File: src/rtl/vga_sync_gen_pkg.sv
`default_nettype none
// +------------------------------------------------------------------+
// | vga_sync_gen_pkg : VGA 640x480@60 timing defaults, shared widths |
// | rev 1.0                                                          |
// +------------------------------------------------------------------+
package vga_sync_gen_pkg;

  localparam int COLOUR_W = 12;
  localparam int COORD_W  = 10;

  localparam int H_DISPLAY_D = 640;
  localparam int H_FRONT_D   = 16;
  localparam int H_SYNC_D    = 96;
  localparam int H_BACK_D    = 48;
  localparam int V_DISPLAY_D = 480;
  localparam int V_FRONT_D   = 10;
  localparam int V_SYNC_D    = 2;
  localparam int V_BACK_D    = 33;

  localparam int H_TOTAL_D = H_DISPLAY_D + H_FRONT_D + H_SYNC_D + H_BACK_D;
  localparam int V_TOTAL_D = V_DISPLAY_D + V_FRONT_D + V_SYNC_D + V_BACK_D;

  function automatic logic in_window(input logic [COORD_W-1:0] v,
                                     input logic [COORD_W-1:0] lo,
                                     input logic [COORD_W-1:0] hi);
    return (v >= lo) && (v <= hi);
  endfunction

endpackage
`default_nettype wire

File: src/rtl/vga_sync_gen_if.sv
`default_nettype none
// +------------------------------------------------------------------+
// | vga_sync_gen_if : raster/colour bus between timing gen and video |
// | rev 1.0                                                          |
// +------------------------------------------------------------------+
interface vga_sync_gen_if
  import vga_sync_gen_pkg::*;
();

  logic [COLOUR_W-1:0] rgb_in;
  logic [COORD_W-1:0]  x;
  logic [COORD_W-1:0]  y;
  logic                vid_on;
  logic                p_tick;
  logic                frame_tick;
  logic                hsync;
  logic                vsync;
  logic [COLOUR_W-1:0] vga_rgb;

  modport master (
    input  rgb_in,
    output x, y, vid_on, p_tick, frame_tick, hsync, vsync, vga_rgb
  );

  modport slave (
    output rgb_in,
    input  x, y, vid_on, p_tick, frame_tick, hsync, vsync, vga_rgb
  );

endinterface
`default_nettype wire

File: src/rtl/vga_sync_gen_sig_delay.sv
`default_nettype none
// +------------------------------------------------------------------+
// | sig_delay : generic shift register with synchronous active-low   |
// | reset to RST_VAL; rev 1.0                                        |
// +------------------------------------------------------------------+
module sig_delay #(
  parameter int                WIDTH   = 1,
  parameter int                DEPTH   = 1,
  parameter logic [WIDTH-1:0]  RST_VAL = '0
) (
  input  wire logic             clk,
  input  wire logic             reset,
  input  wire logic [WIDTH-1:0] i_d,
  output      logic [WIDTH-1:0] o_q
);

  generate
    if (DEPTH == 0) begin : g_wire
      assign o_q = i_d;
    end else begin : g_shift
      logic [WIDTH-1:0] r_stage [DEPTH];

      always_ff @(posedge clk) begin
        if (!reset) begin
          for (int i = 0; i < DEPTH; i++) r_stage[i] <= RST_VAL;
        end else begin
          r_stage[0] <= i_d;
          for (int i = 1; i < DEPTH; i++) r_stage[i] <= r_stage[i-1];
        end
      end

      assign o_q = r_stage[DEPTH-1];
    end
  endgenerate

endmodule
`default_nettype wire

File: src/rtl/vga_sync_gen.sv
`default_nettype none
// +------------------------------------------------------------------+
// | vga_sync_gen : pixel divider, raster counters, sync decode and   |
// | renderer-aligned output stage; rev 1.0                           |
// +------------------------------------------------------------------+
module vga_sync_gen
  import vga_sync_gen_pkg::*;
#(
  parameter int CLK_DIV   = 4,
  parameter int H_DISPLAY = H_DISPLAY_D,
  parameter int H_FRONT   = H_FRONT_D,
  parameter int H_SYNC    = H_SYNC_D,
  parameter int H_BACK    = H_BACK_D,
  parameter int V_DISPLAY = V_DISPLAY_D,
  parameter int V_FRONT   = V_FRONT_D,
  parameter int V_SYNC    = V_SYNC_D,
  parameter int V_BACK    = V_BACK_D,
  parameter bit SYNC_POL  = 1'b0,
  parameter int PIPE_DLY  = 1
) (
  input  wire logic      clk,
  input  wire logic      reset,
  vga_sync_gen_if.master bus
);

  localparam int H_TOTAL = H_DISPLAY + H_FRONT + H_SYNC + H_BACK;
  localparam int V_TOTAL = V_DISPLAY + V_FRONT + V_SYNC + V_BACK;
  localparam int DIV_W   = (CLK_DIV > 1) ? $clog2(CLK_DIV) : 1;

  localparam logic [DIV_W-1:0]   c_div_last = DIV_W'(CLK_DIV - 1);
  localparam logic [COORD_W-1:0] c_x_last   = COORD_W'(H_TOTAL - 1);
  localparam logic [COORD_W-1:0] c_y_last   = COORD_W'(V_TOTAL - 1);
  localparam logic [COORD_W-1:0] c_h_disp   = COORD_W'(H_DISPLAY);
  localparam logic [COORD_W-1:0] c_v_disp   = COORD_W'(V_DISPLAY);
  localparam logic [COORD_W-1:0] c_hs_start = COORD_W'(H_DISPLAY + H_FRONT);
  localparam logic [COORD_W-1:0] c_hs_end   = COORD_W'(H_DISPLAY + H_FRONT + H_SYNC - 1);
  localparam logic [COORD_W-1:0] c_vs_start = COORD_W'(V_DISPLAY + V_FRONT);
  localparam logic [COORD_W-1:0] c_vs_end   = COORD_W'(V_DISPLAY + V_FRONT + V_SYNC - 1);

  logic [DIV_W-1:0]    r_div;
  logic [COORD_W-1:0]  r_x, r_y;
  logic                r_vid_on, r_hs_raw, r_vs_raw, r_p_tick, r_frame_tick;
  logic                r_hsync, r_vsync;
  logic [COLOUR_W-1:0] r_rgb;

  logic                w_div_last, w_x_wrap;
  logic [COORD_W-1:0]  w_x_next, w_y_next;
  logic [2:0]          w_dly;

  always_comb begin
    w_div_last = (r_div == c_div_last);
    w_x_wrap   = w_div_last && (r_x == c_x_last);
    w_x_next   = r_x;
    w_y_next   = r_y;
    if (w_div_last) w_x_next = w_x_wrap ? '0 : r_x + COORD_W'(1);
    if (w_x_wrap)   w_y_next = (r_y == c_y_last) ? '0 : r_y + COORD_W'(1);
  end

  // Decode from the next counter values so flags line up with x/y every clk.
  always_ff @(posedge clk) begin
    if (!reset) begin
      r_div        <= '0;
      r_x          <= c_x_last;
      r_y          <= c_y_last;
      r_vid_on     <= 1'b0;
      r_hs_raw     <= ~SYNC_POL;
      r_vs_raw     <= ~SYNC_POL;
      r_p_tick     <= 1'b0;
      r_frame_tick <= 1'b0;
    end else begin
      r_div        <= w_div_last ? '0 : r_div + DIV_W'(1);
      r_x          <= w_x_next;
      r_y          <= w_y_next;
      r_vid_on     <= (w_x_next < c_h_disp) && (w_y_next < c_v_disp);
      r_hs_raw     <= in_window(w_x_next, c_hs_start, c_hs_end) ? SYNC_POL : ~SYNC_POL;
      r_vs_raw     <= in_window(w_y_next, c_vs_start, c_vs_end) ? SYNC_POL : ~SYNC_POL;
      r_p_tick     <= w_div_last;
      r_frame_tick <= w_x_wrap && (r_y == c_y_last);
    end
  end

  sig_delay #(
    .WIDTH   (3),
    .DEPTH   (PIPE_DLY),
    .RST_VAL ({1'b0, ~SYNC_POL, ~SYNC_POL})
  ) u_dly (
    .clk   (clk),
    .reset (reset),
    .i_d   ({r_vid_on, r_hs_raw, r_vs_raw}),
    .o_q   (w_dly)
  );

  // Sync shares the colour register stage so connector pins switch together.
  always_ff @(posedge clk) begin
    if (!reset) begin
      r_hsync <= ~SYNC_POL;
      r_vsync <= ~SYNC_POL;
      r_rgb   <= '0;
    end else begin
      r_hsync <= w_dly[1];
      r_vsync <= w_dly[0];
      r_rgb   <= w_dly[2] ? bus.rgb_in : '0;
    end
  end

  assign bus.x          = r_x;
  assign bus.y          = r_y;
  assign bus.vid_on     = r_vid_on;
  assign bus.p_tick     = r_p_tick;
  assign bus.frame_tick = r_frame_tick;
  assign bus.hsync      = r_hsync;
  assign bus.vsync      = r_vsync;
  assign bus.vga_rgb    = r_rgb;

endmodule
`default_nettype wire

File: src/flat_wrapper.sv
// flat-port wrapper written by rule: the top's interface ports become plain ports
module vga_sync_gen_flat import vga_sync_gen_pkg::*;
#(
  parameter int CLK_DIV   = 4,
  parameter int H_DISPLAY = H_DISPLAY_D,
  parameter int H_FRONT   = H_FRONT_D,
  parameter int H_SYNC    = H_SYNC_D,
  parameter int H_BACK    = H_BACK_D,
  parameter int V_DISPLAY = V_DISPLAY_D,
  parameter int V_FRONT   = V_FRONT_D,
  parameter int V_SYNC    = V_SYNC_D,
  parameter int V_BACK    = V_BACK_D,
  parameter bit SYNC_POL  = 1'b0,
  parameter int PIPE_DLY  = 1
)
  (clk, reset, bus_rgb_in, bus_x, bus_y, bus_vid_on, bus_p_tick, bus_frame_tick, bus_hsync, bus_vsync, bus_vga_rgb);
  vga_sync_gen_if bus_i ();
  input  wire logic clk;
  input  wire logic reset;
  input wire logic [$bits(bus_i.rgb_in)-1:0] bus_rgb_in;
  output wire logic [$bits(bus_i.x)-1:0] bus_x;
  output wire logic [$bits(bus_i.y)-1:0] bus_y;
  output wire logic [$bits(bus_i.vid_on)-1:0] bus_vid_on;
  output wire logic [$bits(bus_i.p_tick)-1:0] bus_p_tick;
  output wire logic [$bits(bus_i.frame_tick)-1:0] bus_frame_tick;
  output wire logic [$bits(bus_i.hsync)-1:0] bus_hsync;
  output wire logic [$bits(bus_i.vsync)-1:0] bus_vsync;
  output wire logic [$bits(bus_i.vga_rgb)-1:0] bus_vga_rgb;
  assign bus_i.rgb_in = bus_rgb_in;
  assign bus_x = bus_i.x;
  assign bus_y = bus_i.y;
  assign bus_vid_on = bus_i.vid_on;
  assign bus_p_tick = bus_i.p_tick;
  assign bus_frame_tick = bus_i.frame_tick;
  assign bus_hsync = bus_i.hsync;
  assign bus_vsync = bus_i.vsync;
  assign bus_vga_rgb = bus_i.vga_rgb;
  vga_sync_gen #(.CLK_DIV(CLK_DIV), .H_DISPLAY(H_DISPLAY), .H_FRONT(H_FRONT), .H_SYNC(H_SYNC), .H_BACK(H_BACK), .V_DISPLAY(V_DISPLAY), .V_FRONT(V_FRONT), .V_SYNC(V_SYNC), .V_BACK(V_BACK), .SYNC_POL(SYNC_POL), .PIPE_DLY(PIPE_DLY)) u_core (.clk(clk), .reset(reset), .bus(bus_i));
endmodule
File: config.mk
export PLATFORM = sky130hd
export DESIGN_NAME = vga_sync_gen_flat
export DESIGN_NICKNAME = d
export VERILOG_FILES = /design/src/rtl/vga_sync_gen_pkg.sv /design/src/rtl/vga_sync_gen_if.sv /design/src/rtl/vga_sync_gen_sig_delay.sv /design/src/rtl/vga_sync_gen.sv /design/src/flat_wrapper.sv
export SDC_FILE = /design/constraint.sdc
export NUM_CORES = 1
export LEC_CHECK = 0
export CORE_ASPECT_RATIO = 1.2
export CORE_MARGIN = 3
export CORE_UTILIZATION = 45
export CTS_BUF_LIST = sky130_fd_sc_hd__clkbuf_8
export CTS_CLUSTER_DIAMETER = 150
export DETAILED_ROUTE_END_ITERATION = 16
export GPL_ROUTABILITY_DRIVEN = 1
export GPL_TIMING_DRIVEN = 1
export MAX_ROUTING_LAYER = met4
export PLACE_DENSITY = 0.78
export SLEW_MARGIN = 20
export SYNTH_ARGS = -nofsm -noshare
export SYNTH_HDL_FRONTEND = slang
export SYNTH_SLANG_ARGS = --single-unit
File: constraint.sdc
create_clock -name clk -period 1.9 [get_ports clk]
set_clock_uncertainty 0.2 [all_clocks]
set_input_delay 0.38 -clock clk [delete_from_list [all_inputs] [get_ports clk]]
set_output_delay 0.38 -clock clk [all_outputs]
set_load 0.01 [all_outputs]
==> flow_summary.json <==
{
  "hold_path.class": "flip-flop to flip-flop",
  "cts.sinks": 44,
  "slowest_delay_ns": 0.37,
  "crit_arrival_ns": 2.12,
  "cts_hold_buf": 0,
  "ys_top_cells_by_count": "44 x dfxtp_1, 24 x nand2_1, 16 x and3_1",
  "slowest_stage": "nor4bb_2",
  "ys_ff_latch": 44,
  "grt_use_total_pct": 21.8,
  "fin_nets": 322,
  "synth_flop_cell": "dfxtp_1",
  "cts_tree": "done",
  "finalSetupViolCount": 7,
  "critPathLaunchType": "flip-flop",
  "hold_viol": 0,
  "power.leakage_nw": 1.36,
  "power.density_nw_per_um2": 692,
  "ios": 51,
  "yosysWarnings": 0,
  "clk_pin_slew_ns": 0.08,
  "overflow": 0,
  "syn-num-nets": 226,
  "drt_iter0_drc": 129,
  "drc_errors": 0,
  "finalSetupTns_ns": -1.13,
  "synthToLayoutAreaGrowth_pct": 60.8,
  "avgRoutedWirePerCell_um": 14.5,
  "timing_worst_setup_path_type": "flip-flop to flip-flop",
  "antenna_found_initial": 0,
  "async_reset_ff_share_pct": 0,
  "ir_worst_vdd_mv": 0.521,
  "violations": "setup timing",
  "worst_slew_pin_slew_ns": 0.335,
  "final_cells": 359,
  "numCtsBuffers": 5,
  "maxCapViolations": 0,
  "status": "finished with violations",
  "antenna_left": 0,
  "grt_first_pass_wirelength_um": 8450,
  "ys_types": 42,
  "cts_buffer_depth": 2,
  "die_width_um": 64.9,
  "vias": 1853,
  "synthTopCellsByArea": "dfxtp_1 47%, and3_1 5.4%, nand2_1 4.8%",
  "yosysTopAreaCellShare_pct": 47.1,
  "drive_gt1_share_pct": 30.2,
  "grt_pass1_vias": 1741,
  "wirelength_um": 5200,
  "slew_viol_final": 0,
  "fin_crit_ns": 2.15,
  "fin_ws_ns": -0.250,
  "path_common_cell": "and4_4",
  "rsz0062_at_grt": "yes",
  "relSlewSlack_pct": 77.3,
  "syn_area_per_cell_um2": 8.99,
  "dr.pass1.iters": 5,
  "worstPathRequired_ns": 1.87,
  "place_inst": 347,
  "start_util_pct": 47.1,
  "syn_inst": 208,
  "antennaDiodeCount": 0,
  "yosysSeqAreaShare_pct": 47.1,
  "cp_max_fo": 3,
  "die_y_um": 76.6,
  "crit_chain": "ha_4 -> and4_4 -> and4_4 -> nand2_4 -> o31a_1 -> nor4bb_2 -> nand4b_1",
  "critPathCaptureType": "flip-flop",
  "io_buffer_count": 50,
  "viasPerCell": 5.16,
  "htreeDepth": 2,
  "gp_congestion": 0.923,
  "die_area_um2": 4970,
  "clockRootBuffer": "clkbuf_8",
  "rows": 25,
  "max_freq_mhz": 465,
  "core_um2": 3970,
  "synth_most_common_cell": "dfxtp_1",
  "grt_max_degree": 21,
  "synth_area_leader_cell": "dfxtp_1",
  "synth_edf_count": 0,
  "synthesis.area_um2": 1870,
  "dp.final_hpwl_um": 3620,
  "timing.final.crit_share_pct": 113,
  "clk_latency_ns": 0.29
}
per-layer routing:
| layer | up-vias | routed length [um] | GRT usage [%] |
|---|---|---|---|
| met5 | - | 0 | - |
| met4 | 0 | 93 | 7.61 |
| met3 | 8 | 368 | 4.28 |
| met2 | 89 | 2610 | 33.9 |
| met1 | 838 | 2130 | 28.2 |
| li1 | 918 | - | - |
kinds of logic after synthesis:
group / after synthesis / share of synthesized area [%]
simple gates: 105 / 32.8
fa+ha+maj: 4 / 2.68
xor+xnor: 9 / 4.21
compound gates: 28 / 9.36
buf+inv: 18 / 3.81
flops: 44 / 47.1
registers in the layout (all words and copies together) (netlist names), 2 cells and up:
| name | count |
|---|---|
| u_core.bus.y | 10 |
| u_core.r_div | 2 |
| u_core.bus.vga_rgb | 12 |
| u_core.u_dly.g_shift.r_stage | 3 |
| u_core.bus.x | 10 |
path summary, 6_finish.rpt:
check,startpoint,end,slack [ns],depth (start not counted)
max,u_core.r_div[0]$_SDFF_PP0_,u_core.r_vs_raw$_SDFF_PN1_,-0.25,7
min,u_core.u_dly.g_shift.r_stage[0][0]$_SDFF_PN1_,u_core.bus.vsync$_SDFF_PN1_,0.21,1
max reg2reg,u_core.r_div[0]$_SDFF_PP0_,u_core.r_vs_raw$_SDFF_PN1_,-0.25,7
min reg2reg,u_core.u_dly.g_shift.r_stage[0][0]$_SDFF_PN1_,u_core.bus.vsync$_SDFF_PN1_,0.21,1
where the power goes:
part	internal, mW	switching, mW
registers	0.949	0.0189
logic	0.193	0.174
clock network	0.430	0.315
total	1.57	0.508
worst max-delay path, delay by kind of cell (launching register included):
family | cells | cell delay, ns
and+or+nand+nor | 5 | 1.03
DFF | 1 | 0.35
AOI/OAI and AO/OA | 1 | 0.31
adders and majority gates | 1 | 0.13
placed cells by master, fill, tap and decap left out, types with 4 or more instances in the layout:
| cell | instances |
|---|---|
| nand3_1 | 14 |
| inv_1 | 5 |
| nand4_1 | 5 |
| dlymetal6s2s_1 | 10 |
| nor2_1 | 9 |
| buf_4 | 48 |
| dfxtp_2 | 14 |
| nor3_1 | 5 |
| dfxtp_1 | 29 |
| and2_1 | 6 |
| clkdlybuf4s50_1 | 32 |
| clkbuf_8 | 6 |
| xnor2_1 | 4 |
| dlygate4sd2_1 | 8 |
| nand2_1 | 24 |
| nand2b_1 | 6 |
| o21ai_0 | 10 |
| and3_1 | 16 |
| xor2_1 | 4 |
metrics by stage:
step,worst slack (ns),util (%),hold WS (ns),instance area (um^2),power [mW]
floorplan,-0.114,-,0.186,1920,1.16
global placement,-0.118,70.2,0.191,2790,1.33
detailed placement,-0.222,70.2,0.196,2790,1.34
CTS,-0.207,74.4,0.217,2950,2.09
global route,-0.312,75.7,0.233,3010,2.17
finish,-0.250,75.7,0.214,3010,2.08
layout make-up:
cell class | instances | area (um^2)
Multi-Input combinational cell | 146 | 992
Tap cell | 54 | 67.6
Clock inverter | 2 | 38.8
Timing Repair Buffer | 100 | 898
Sequential cell | 44 | 902
Inverter | 7 | 26.3
Fill cell | 293 | 965
Clock buffer | 6 | 82.6
timing repair:
action,in CTS,in global routing
resized for setup,18,20
setup endpoints to repair,18,20
pin swaps,10,6
setup buffers,4,1
Power figures use the tool's default switching activity.
